===== src/rtl/lsq_sched.sv =====
// lsq_sched: in-order load/store queue scheduler.
//
// Dispatched loads and stores are held in a circular FIFO. They are issued to a
// data memory strictly in dispatch order. The memory reads combinationally and
// writes on the clock edge. A store issues and retires in a single cycle. A load
// captures its read data in the cycle it issues, then holds the FSM in BCAST
// until its result is granted on the CDB. While a load waits for its grant, the
// FIFO keeps accepting entries until it is full.
//
// Optional build macro: LSQ_BYPASS_EN. When it is defined, a dispatch arriving
// at an empty queue in IDLE issues to memory in the same cycle and does not
// occupy a FIFO slot.
//
// Handshake: an entry transfers when disp_valid && disp_ready && !flush at the
// rising edge. disp_ready depends only on occupancy (q_count < DEPTH), never on
// disp_valid, and it does not rise on a same-cycle pop. A full queue therefore
// accepts nothing, even in a cycle where the head retires.
// cdb_req stays high with stable cdb_data/cdb_tag until the cycle in which
// cdb_gnt is seen. flush overrides cdb_gnt.

module lsq_sched #(
   parameter int DEPTH = 4
) (
   input  logic                     clk,
   input  logic                     rst_n,
   input  logic                     disp_valid,
   output logic                     disp_ready,
   input  logic                     disp_ls,
   input  logic [31:0]              disp_addr,
   input  logic [31:0]              disp_data,
   input  logic [5:0]               disp_tag,
   input  logic                     flush,
   output logic                     mem_we,
   output logic [31:0]              mem_addr,
   output logic [31:0]              mem_data_w,
   input  logic [31:0]              mem_data_r,
   output logic                     cdb_req,
   input  logic                     cdb_gnt,
   output logic [31:0]              cdb_data,
   output logic [5:0]               cdb_tag,
   output logic [$clog2(DEPTH):0]   q_count,
   output logic                     dbg_state
);

   localparam int PW = $clog2(DEPTH);
   localparam logic [PW:0] FULL_CNT = (PW+1)'(DEPTH);

   typedef enum logic {
      IDLE  = 1'b0,
      BCAST = 1'b1
   } state_t;

   state_t state, state_nx;

   // FIFO storage and pointers
   logic          ls_q   [DEPTH];
   logic [31:0]   addr_q [DEPTH];
   logic [31:0]   data_q [DEPTH];
   logic [5:0]    tag_q  [DEPTH];
   logic [PW-1:0] head_ptr, tail_ptr;
   logic [PW:0]   count;

   // Result register for the load awaiting broadcast
   logic [31:0]   res_data;
   logic [5:0]    res_tag;

   // Issue-path signals for the access selected this cycle
   logic          push, pop, bypass;
   logic          issue, issue_ls;
   logic [31:0]   issue_addr, issue_data;
   logic [5:0]    issue_tag;
   logic          load_issue;

   assign disp_ready = (count < FULL_CNT);
   assign q_count    = count;
   assign dbg_state  = (state == BCAST);

   // Pick the access to issue this cycle. Only IDLE issues. flush and reset
   // suppress every access.
   always_comb begin
      pop        = 1'b0;
      bypass     = 1'b0;
      issue      = 1'b0;
      issue_ls   = 1'b0;
      issue_addr = 32'h0;
      issue_data = 32'h0;
      issue_tag  = 6'h0;
      if (rst_n && !flush && state == IDLE) begin
         if (count != '0) begin
            pop        = 1'b1;
            issue      = 1'b1;
            issue_ls   = ls_q[head_ptr];
            issue_addr = addr_q[head_ptr];
            issue_data = data_q[head_ptr];
            issue_tag  = tag_q[head_ptr];
         end
`ifdef LSQ_BYPASS_EN
         else if (disp_valid) begin
            bypass     = 1'b1;
            issue      = 1'b1;
            issue_ls   = disp_ls;
            issue_addr = disp_addr;
            issue_data = disp_data;
            issue_tag  = disp_tag;
         end
`endif
      end
   end

   // A bypassed dispatch is accepted but never enters the FIFO
   assign push       = disp_valid && disp_ready && !flush && !bypass;
   assign load_issue = issue && !issue_ls;

   // Memory port: drive address and data only when an access is issued
   always_comb begin
      mem_we     = 1'b0;
      mem_addr   = 32'h0;
      mem_data_w = 32'h0;
      if (issue) begin
         mem_addr = issue_addr;
         if (issue_ls) begin
            mem_we     = 1'b1;
            mem_data_w = issue_data;
         end
      end
   end

   // FIFO payload write at the tail. Occupancy tracking guards against stale reads.
   always_ff @(posedge clk) begin
      if (push) begin
         ls_q[tail_ptr]   <= disp_ls;
         addr_q[tail_ptr] <= disp_addr;
         data_q[tail_ptr] <= disp_data;
         tag_q[tail_ptr]  <= disp_tag;
      end
   end

   // Pointer and occupancy update. flush empties the queue.
   always_ff @(posedge clk or negedge rst_n) begin
      if (!rst_n) begin
         head_ptr <= '0;
         tail_ptr <= '0;
         count    <= '0;
      end else if (flush) begin
         head_ptr <= '0;
         tail_ptr <= '0;
         count    <= '0;
      end else begin
         if (push) tail_ptr <= tail_ptr + PW'(1);
         if (pop)  head_ptr <= head_ptr + PW'(1);
         case ({push, pop})
            2'b10:   count <= count + (PW+1)'(1);
            2'b01:   count <= count - (PW+1)'(1);
            default: count <= count;
         endcase
      end
   end

   // Capture load data and tag in the cycle the load reads memory
   always_ff @(posedge clk or negedge rst_n) begin
      if (!rst_n) begin
         res_data <= 32'h0;
         res_tag  <= 6'h0;
      end else if (load_issue) begin
         res_data <= mem_data_r;
         res_tag  <= issue_tag;
      end
   end

   // FSM state register
   always_ff @(posedge clk or negedge rst_n) begin
      if (!rst_n) state <= IDLE;
      else        state <= state_nx;
   end

   // FSM next state and CDB outputs. BCAST holds the result until it is granted.
   always_comb begin
      state_nx = state;
      cdb_req  = 1'b0;
      cdb_data = 32'h0;
      cdb_tag  = 6'h0;
      case (state)
         IDLE: begin
            if (load_issue) state_nx = BCAST;
         end
         BCAST: begin
            cdb_req  = 1'b1;
            cdb_data = res_data;
            cdb_tag  = res_tag;
            if (flush || cdb_gnt) state_nx = IDLE;
         end
         default: state_nx = IDLE;
      endcase
   end

endmodule


===== config.mk =====
export PLATFORM = sky130hd
export DESIGN_NAME = lsq_sched
export DESIGN_NICKNAME = d
export VERILOG_FILES = /design/src/rtl/lsq_sched.sv
export SDC_FILE = /design/constraint.sdc
export NUM_CORES = 1
export LEC_CHECK = 0
export ABC_AREA = 1
export ABC_CLOCK_PERIOD_IN_PS = 6100
export CORE_MARGIN = 2
export CORE_UTILIZATION = 53
export CTS_CLUSTER_SIZE = 14
export DETAILED_ROUTE_END_ITERATION = 8
export PLACE_DENSITY = 0.85
export SLEW_MARGIN = 0
export SYNTH_ARGS = -nofsm -noshare
export SYNTH_HDL_FRONTEND = slang
export SYNTH_SLANG_ARGS = --single-unit
export TNS_END_PERCENT = 20

===== constraint.sdc =====
create_clock -name clk -period 6.1 [get_ports clk]
set_clock_uncertainty 0.15 [all_clocks]
set_input_delay 0.915 -clock clk [delete_from_list [all_inputs] [get_ports clk]]
set_output_delay 0.915 -clock clk [all_outputs]
set_load 0.1 [all_outputs]

==> Yosys cells after proc, flatten, opt, wreduce, memory -nomap -nowiden <==
Memory sizes are Yosys's and may differ from the RTL's. A register that Yosys moved wholly into a read port is not among the register bits.
Index checks and enable logic that the tools add are counted.
{ "totals": {"romBits": 0, "mem_bits_rw": 284, "mem_count": 4, "wordCells": 57, "register_bits": 40, "input_bits": 108, "latchBits": 0, "out_inout_bits": 109} }
{ "classes": {"shifts": 0, "add_sub_neg": 4, "n_eq_ne": 2, "mux": 27, "n_mul": 0, "n_bitwise": 1, "order_cmp": 1, "reduce_logical": 13, "div": 0} }
{ "mem_list": {"columns": ["memory", "depth", "word_bits", "read_ports", "rd_clocked_by_memory_dff", "wr", "line", "text"], "rows": [
  ["addr_q", 4, 32, 1, 0, 1, "57", "logic [31:0] addr_q [DEPTH];"],
  ["data_q", 4, 32, 1, 0, 1, "58", "logic [31:0] data_q [DEPTH];"],
  ["tag_q", 4, 6, 1, 1, 1, "59", "logic [5:0] tag_q [DEPTH];"],
  ["ls_q", 4, 1, 1, 0, 1, "56", "logic ls_q [DEPTH];"]
]} }
{ "ops": {"columns": ["operator", "n"], "rows": [
  ["$mux 32", 8],
  ["$mux 1", 11],
  ["$mux 2", 4],
  ["$mux 6", 1],
  ["$pmux 3 s2", 1],
  ["$reduce_bool 3->1", 2],
  ["$logic_and 1x1->1", 5],
  ["$add 2x1->2 const B", 2],
  ["$reduce_bool 2->1", 2],
  ["$add 3x1->3 const B", 1],
  ["$logic_not 1->1", 3],
  ["$lt 3x3->1 const B", 1],
  ["$mux 3", 1],
  ["$sub 3x1->3 const B", 1],
  ["$eq 2x1->1 const B", 1],
  ["$eq 2x2->1 const B", 1],
  ["$pmux 1 s2", 1],
  ["$logic_or 1x1->1", 1],
  ["$not 1->1", 1]
]} }

==> Logic depth before layout (Yosys ltp) <==
{ "logic_depth": {"word_depth": 8, "depth_mapped": 11, "depth_no_buf": 10} }

==> Least setup slack after synthesis <==
No wires, ideal clock.
{ "synth_timing": {"kind": "register -> register", "from": "register count[2], in the netlist q_count[2]", "to": "memory addr_q[0][0], enable pin", "setup_time_ns": 0.501, "slack_ns": 0.458, "t_required_ns": 5.449, "period_less_slack_ns": 5.642, "stages_incl_launch_ff": 4, "path_buffers": 0, "arrival_time_ns": 4.992, "cell_sequence": "dfrtp_1 -> inv_1 -> nand3_1 -> nor2_1"} }
{ "synth_between": {"elab_chain_len": 5} }
{ "synth_rtl": {"columns": ["item", "line", "text"], "rows": [
  ["start: declaration", "61", "logic [PW:0] count;"],
  ["start signal: assignment", "152", "2'b10: count <= count + (PW+1)'(1);"],
  ["start signal: assignment", "153", "2'b01: count <= count - (PW+1)'(1);"],
  ["start signal: assignment", "154", "default: count <= count;"],
  ["$lt 3x3->1", "74", "assign disp_ready = (count < FULL_CNT);"],
  ["named net disp_ready", "27", "output logic disp_ready,"],
  ["$logic_and 1x1->1 (2 in series)", "111", "assign push = disp_valid && disp_ready && !flush && !bypass;"],
  ["$mux 1", "130", "if (push) begin"],
  ["$mux 1 (implied by the code)", "132", "addr_q[tail_ptr] <= disp_addr;"],
  ["end: declaration", "57", null]
]} }
The timed path passes the listed nets, and every way through them passes these cells.

==> Worst setup path in the final report <==
{ "layout_timing": {"from": "register head_ptr[0]", "to": "output mem_addr[12]"} }
{ "layout_between": {"elab_chain_len": 4} }
{ "layout_rtl": {"columns": ["item", "line", "text"], "rows": [
  ["start: declaration", "60", "logic [PW-1:0] head_ptr, tail_ptr;"],
  ["start signal: assignment", "150", "if (pop) head_ptr <= head_ptr + PW'(1);"],
  ["$mem_v2 4x32", null, null],
  ["$mux 32", "89", "if (count != '0) begin"],
  ["$mux 32", "88", "if (rst_n && !flush && state == IDLE) begin"],
  ["$mux 32", "119", "if (issue) begin"],
  ["end: declaration", "34", "output logic [31:0] mem_addr,"]
]} }
Every way passes these cells.

==> flow_summary.json <==
{
  "area_growth_pct": 28.16,
  "initial_core_util_pct": 54.22,
  "multiInputGateArea_um2": 3025,
  "yosysTopAreaCell": "edfxtp_1",
  "tightest_slew_ps": 1048,
  "gr-total-overflow": 0,
  "dp_worst_setup_slack_ps": 1489,
  "p_sw_mw": 2.358,
  "drv_cap": 0,
  "grt_pass1_wl_mm": 48.73,
  "netlist_area_um2": 13220,
  "end_kind": "output pin",
  "final_hold_viol_count": 0,
  "critPathKind": "flip-flop to output pin",
  "vias": 9182,
  "status": "completed",
  "wl_mm": 31.03,
  "hold_path.class": "flip-flop to flip-flop",
  "die_x_um": 162.0,
  "synth.most_common_cell": "edfxtp_1",
  "vias_per_cell": 5.452,
  "start_kind": "flip-flop",
  "cts_resized": 0,
  "power_density_nw_per_um2": 392.8,
  "leakagePower_nw": 6.413,
  "power_frac_seq_pct": 43.6,
  "dieHeight_um": 162.0,
  "path_cells": "inv_4 > o21ai_0 > a21oi_1 > clkdlybuf4s50_1",
  "grt_max_degree": 98,
  "fmax_mhz": 205.1,
  "hpwl_mm": 18.23,
  "cts_sinks": 330,
  "layout-drive-gt1-share_pct": 8.247,
  "synth_top_area_share_pct": 64.49,
  "ys_seq_elements": 330,
  "vdd_drop_max_mv": 0.3227,
  "portBuffers": 216,
  "syn_nets": 1250,
  "synth_common_cells": "284 x edfxtp_1, 273 x nor2_1, 146 x o21ai_0",
  "path_max_fanout": 97,
  "syn_inst": 1137,
  "timing.final.crit_share_pct": 79.93,
  "pwr-share-clk_pct": 28.3,
  "required_ps": 5030,
  "crit_family": "buffers and inverters",
  "ys_seq_area_share_pct": 73.20,
  "slowest_stage": "clkdlybuf4s50_1",
  "drt_first_pass_iters": 5,
  "n_fill_cell": 1640,
  "synth_flop_cell": "edfxtp_1",
  "drt_iter0_markers": 896,
  "slew_viol_final": 0,
  "avgSynthCellArea_um2": 11.63,
  "antenna_found_initial": 1,
  "drcViolationCount": 0,
  "fin_util_pct": 69.48,
  "synth_cell_type_count": 24,
  "clk_latency_ps": 510,
  "timing.final.ws_setup_ps": 1224,
  "place_area_um2": 15920,
  "pwr-share-comb_pct": 28.1,
  "synth_edf_count": 284,
  "synthArstFlopShare_pct": 13.94,
  "core_um2": 24390,
  "cts_buffers": 34,
  "clk_pin_slew_ps": 60,
  "postLayoutCellArea_um2": 16950,
  "num_rows": 57,
  "layout.cells.non_filler": 1684,
  "switching_share_pct": 35.42,
  "h-tree-depth": 2,
  "dp_cells": 1623,
  "yosys_warnings": 0,
  "p_int_mw": 4.299,
  "wl_per_cell_um": 18.43,
  "ios": 217,
  "grt_usage_pct": 23.93,
  "ant_nets": 0,
  "seqCellArea_um2": 9684,
  "cp_num_buf_inv": 2,
  "rsz0062_at_grt": "no",
  "tritoncts": "yes",
  "cpPeakStageDelay_ps": 1180,
  "layout.nets": 1448,
  "timing.setup.tns_ps": 0,
  "cts_setup_buffers": 0,
  "fin_crit_ps": 4876,
  "cts_buffer_depth": 3,
  "gp_congestion": 0.8283,
  "grt_pass1_vias": 9271,
  "dieArea_um2": 26230,
  "postCtsHoldBufs": 0,
  "setup_viol": 0,
  "root_buffer": "clkbuf_16",
  "critical_path_arrival_ps": 3810,
  "synthTopCellsByArea": "edfxtp_1 64%, dfrtp_1 8.7%, nor2_1 7.7%",
  "slew_headroom_pct": 30.15
}
-- metrics by stage --
| stage | hold WS (ps) | power [mW] |
|---|---|---|
| floorplan | 292.2 | 4.269 |
| global placement | 303.2 | 4.761 |
| detailed placement | 308.9 | 4.811 |
| CTS | 322.6 | 6.688 |
| global route | 335.0 | 6.937 |
| finish | 320.1 | 6.657 |
-- path summary, 6_finish.rpt --
check | from | end | slack, ps | depth (start not counted)
min in group asynchronous | rst_n | q_count[1] | 370 | 2
setup / recovery | head_ptr[0] | mem_addr[12] | 1220 | 4
max in group asynchronous | rst_n | head_ptr[0] | 4990 | 2
setup reg to reg | head_ptr[0] | res_data[6] | 2270 | 7
hold reg to reg | res_data[19] | res_data[19] | 320 | 2
hold / removal | res_data[19] | res_data[19] | 320 | 2
-- routing by layer --
| layer | GRT usage (%) | share of wire (%) | vias up |
|---|---|---|---|
| met5 | 0 | 0 | - |
| li1 | - | - | 4313 |
| met4 | 8.286 | 2.7 | 0 |
| met3 | 5.516 | 8.8 | 59 |
| met2 | 40.04 | 49 | 412 |
| met1 | 31.09 | 40 | 4398 |
-- tightest hold or removal path, delay by kind of cell (launching register included) --
| kind | cells | cell delay, ps |
|---|---|---|
| flip-flops | 1 | 340 |
| AND/OR/NAND/NOR | 2 | 100 |
-- placed cells by master (no fill, tap or decap) --
master | synthesis | routed
fa_1 | 1 | 1
dfrtp_1 | 46 | 44
buf_2 | 20 | 1
buf_4 | 5 | 16
clkinv_8 | 0 | 3
nand2_1 | 129 | 129
clkdlybuf4s50_1 | 0 | 181
clkinv_2 | 0 | 6
nor2_4 | 1 | 5
o22ai_1 | 6 | 6
inv_2 | 3 | 3
nand2_4 | 1 | 1
inv_4 | 1 | 1
clkbuf_1 | 35 | 7
dfrtp_2 | 0 | 1
dfrtp_4 | 0 | 1
o21ai_1 | 2 | 2
clkbuf_16 | 0 | 35
buf_12 | 0 | 33
edfxtp_1 | 284 | 284
nand4_1 | 1 | 1
a21oi_1 | 67 | 67
nor2_1 | 273 | 269
nand3_2 | 2 | 2
clkbuf_8 | 0 | 1
nand3_1 | 47 | 47
ha_1 | 4 | 4
clkinv_1 | 0 | 7
inv_1 | 51 | 51
diode_2 | 0 | 2
nand2_2 | 3 | 3
o21ai_0 | 146 | 146
-- registers in the layout, summed over array words and instances, names as in the netlist --
register   cells
ls_q           4
head_ptr       2
tail_ptr       2
data_q       128
q_count        3
addr_q       128
res_data      32
dbg_state      1
tag_q         24
res_tag        6
-- power groups by stage --
stage / combinational [mW] / sequential, mW / clock (mW)
floorplan: 1.30 / 2.97 / 0
CTS: 1.88 / 2.90 / 1.91
global route: 2.01 / 2.93 / 2.00
finish: 1.87 / 2.90 / 1.89
detailed placement: 1.87 / 2.94 / 0
global placement: 1.83 / 2.93 / 0
-- cell families (layout without fill, tap and decap cells) --
family	after synthesis	in the layout	share of synthesized area [%]
AOI/OAI and AO/OA	221	221	8.421
adders and majority gates	5	5	0.5299
buffers and inverters	124	345	4.154
DFF	330	330	73.20
other	0	2	0
and+or+nand+nor	457	457	13.70
-- cell type report --
type	count	share of cell area, %
well taps	324	2.392
diodes	2	0.02953
clock inverters	16	0.6202
inverters	55	1.233
flip-flops and latches	330	57.14
repair buffers	231	15.33
clock buffers	43	5.404
multi-input cells	683	17.85
Note: power is estimated with default switching activity, not from simulation.
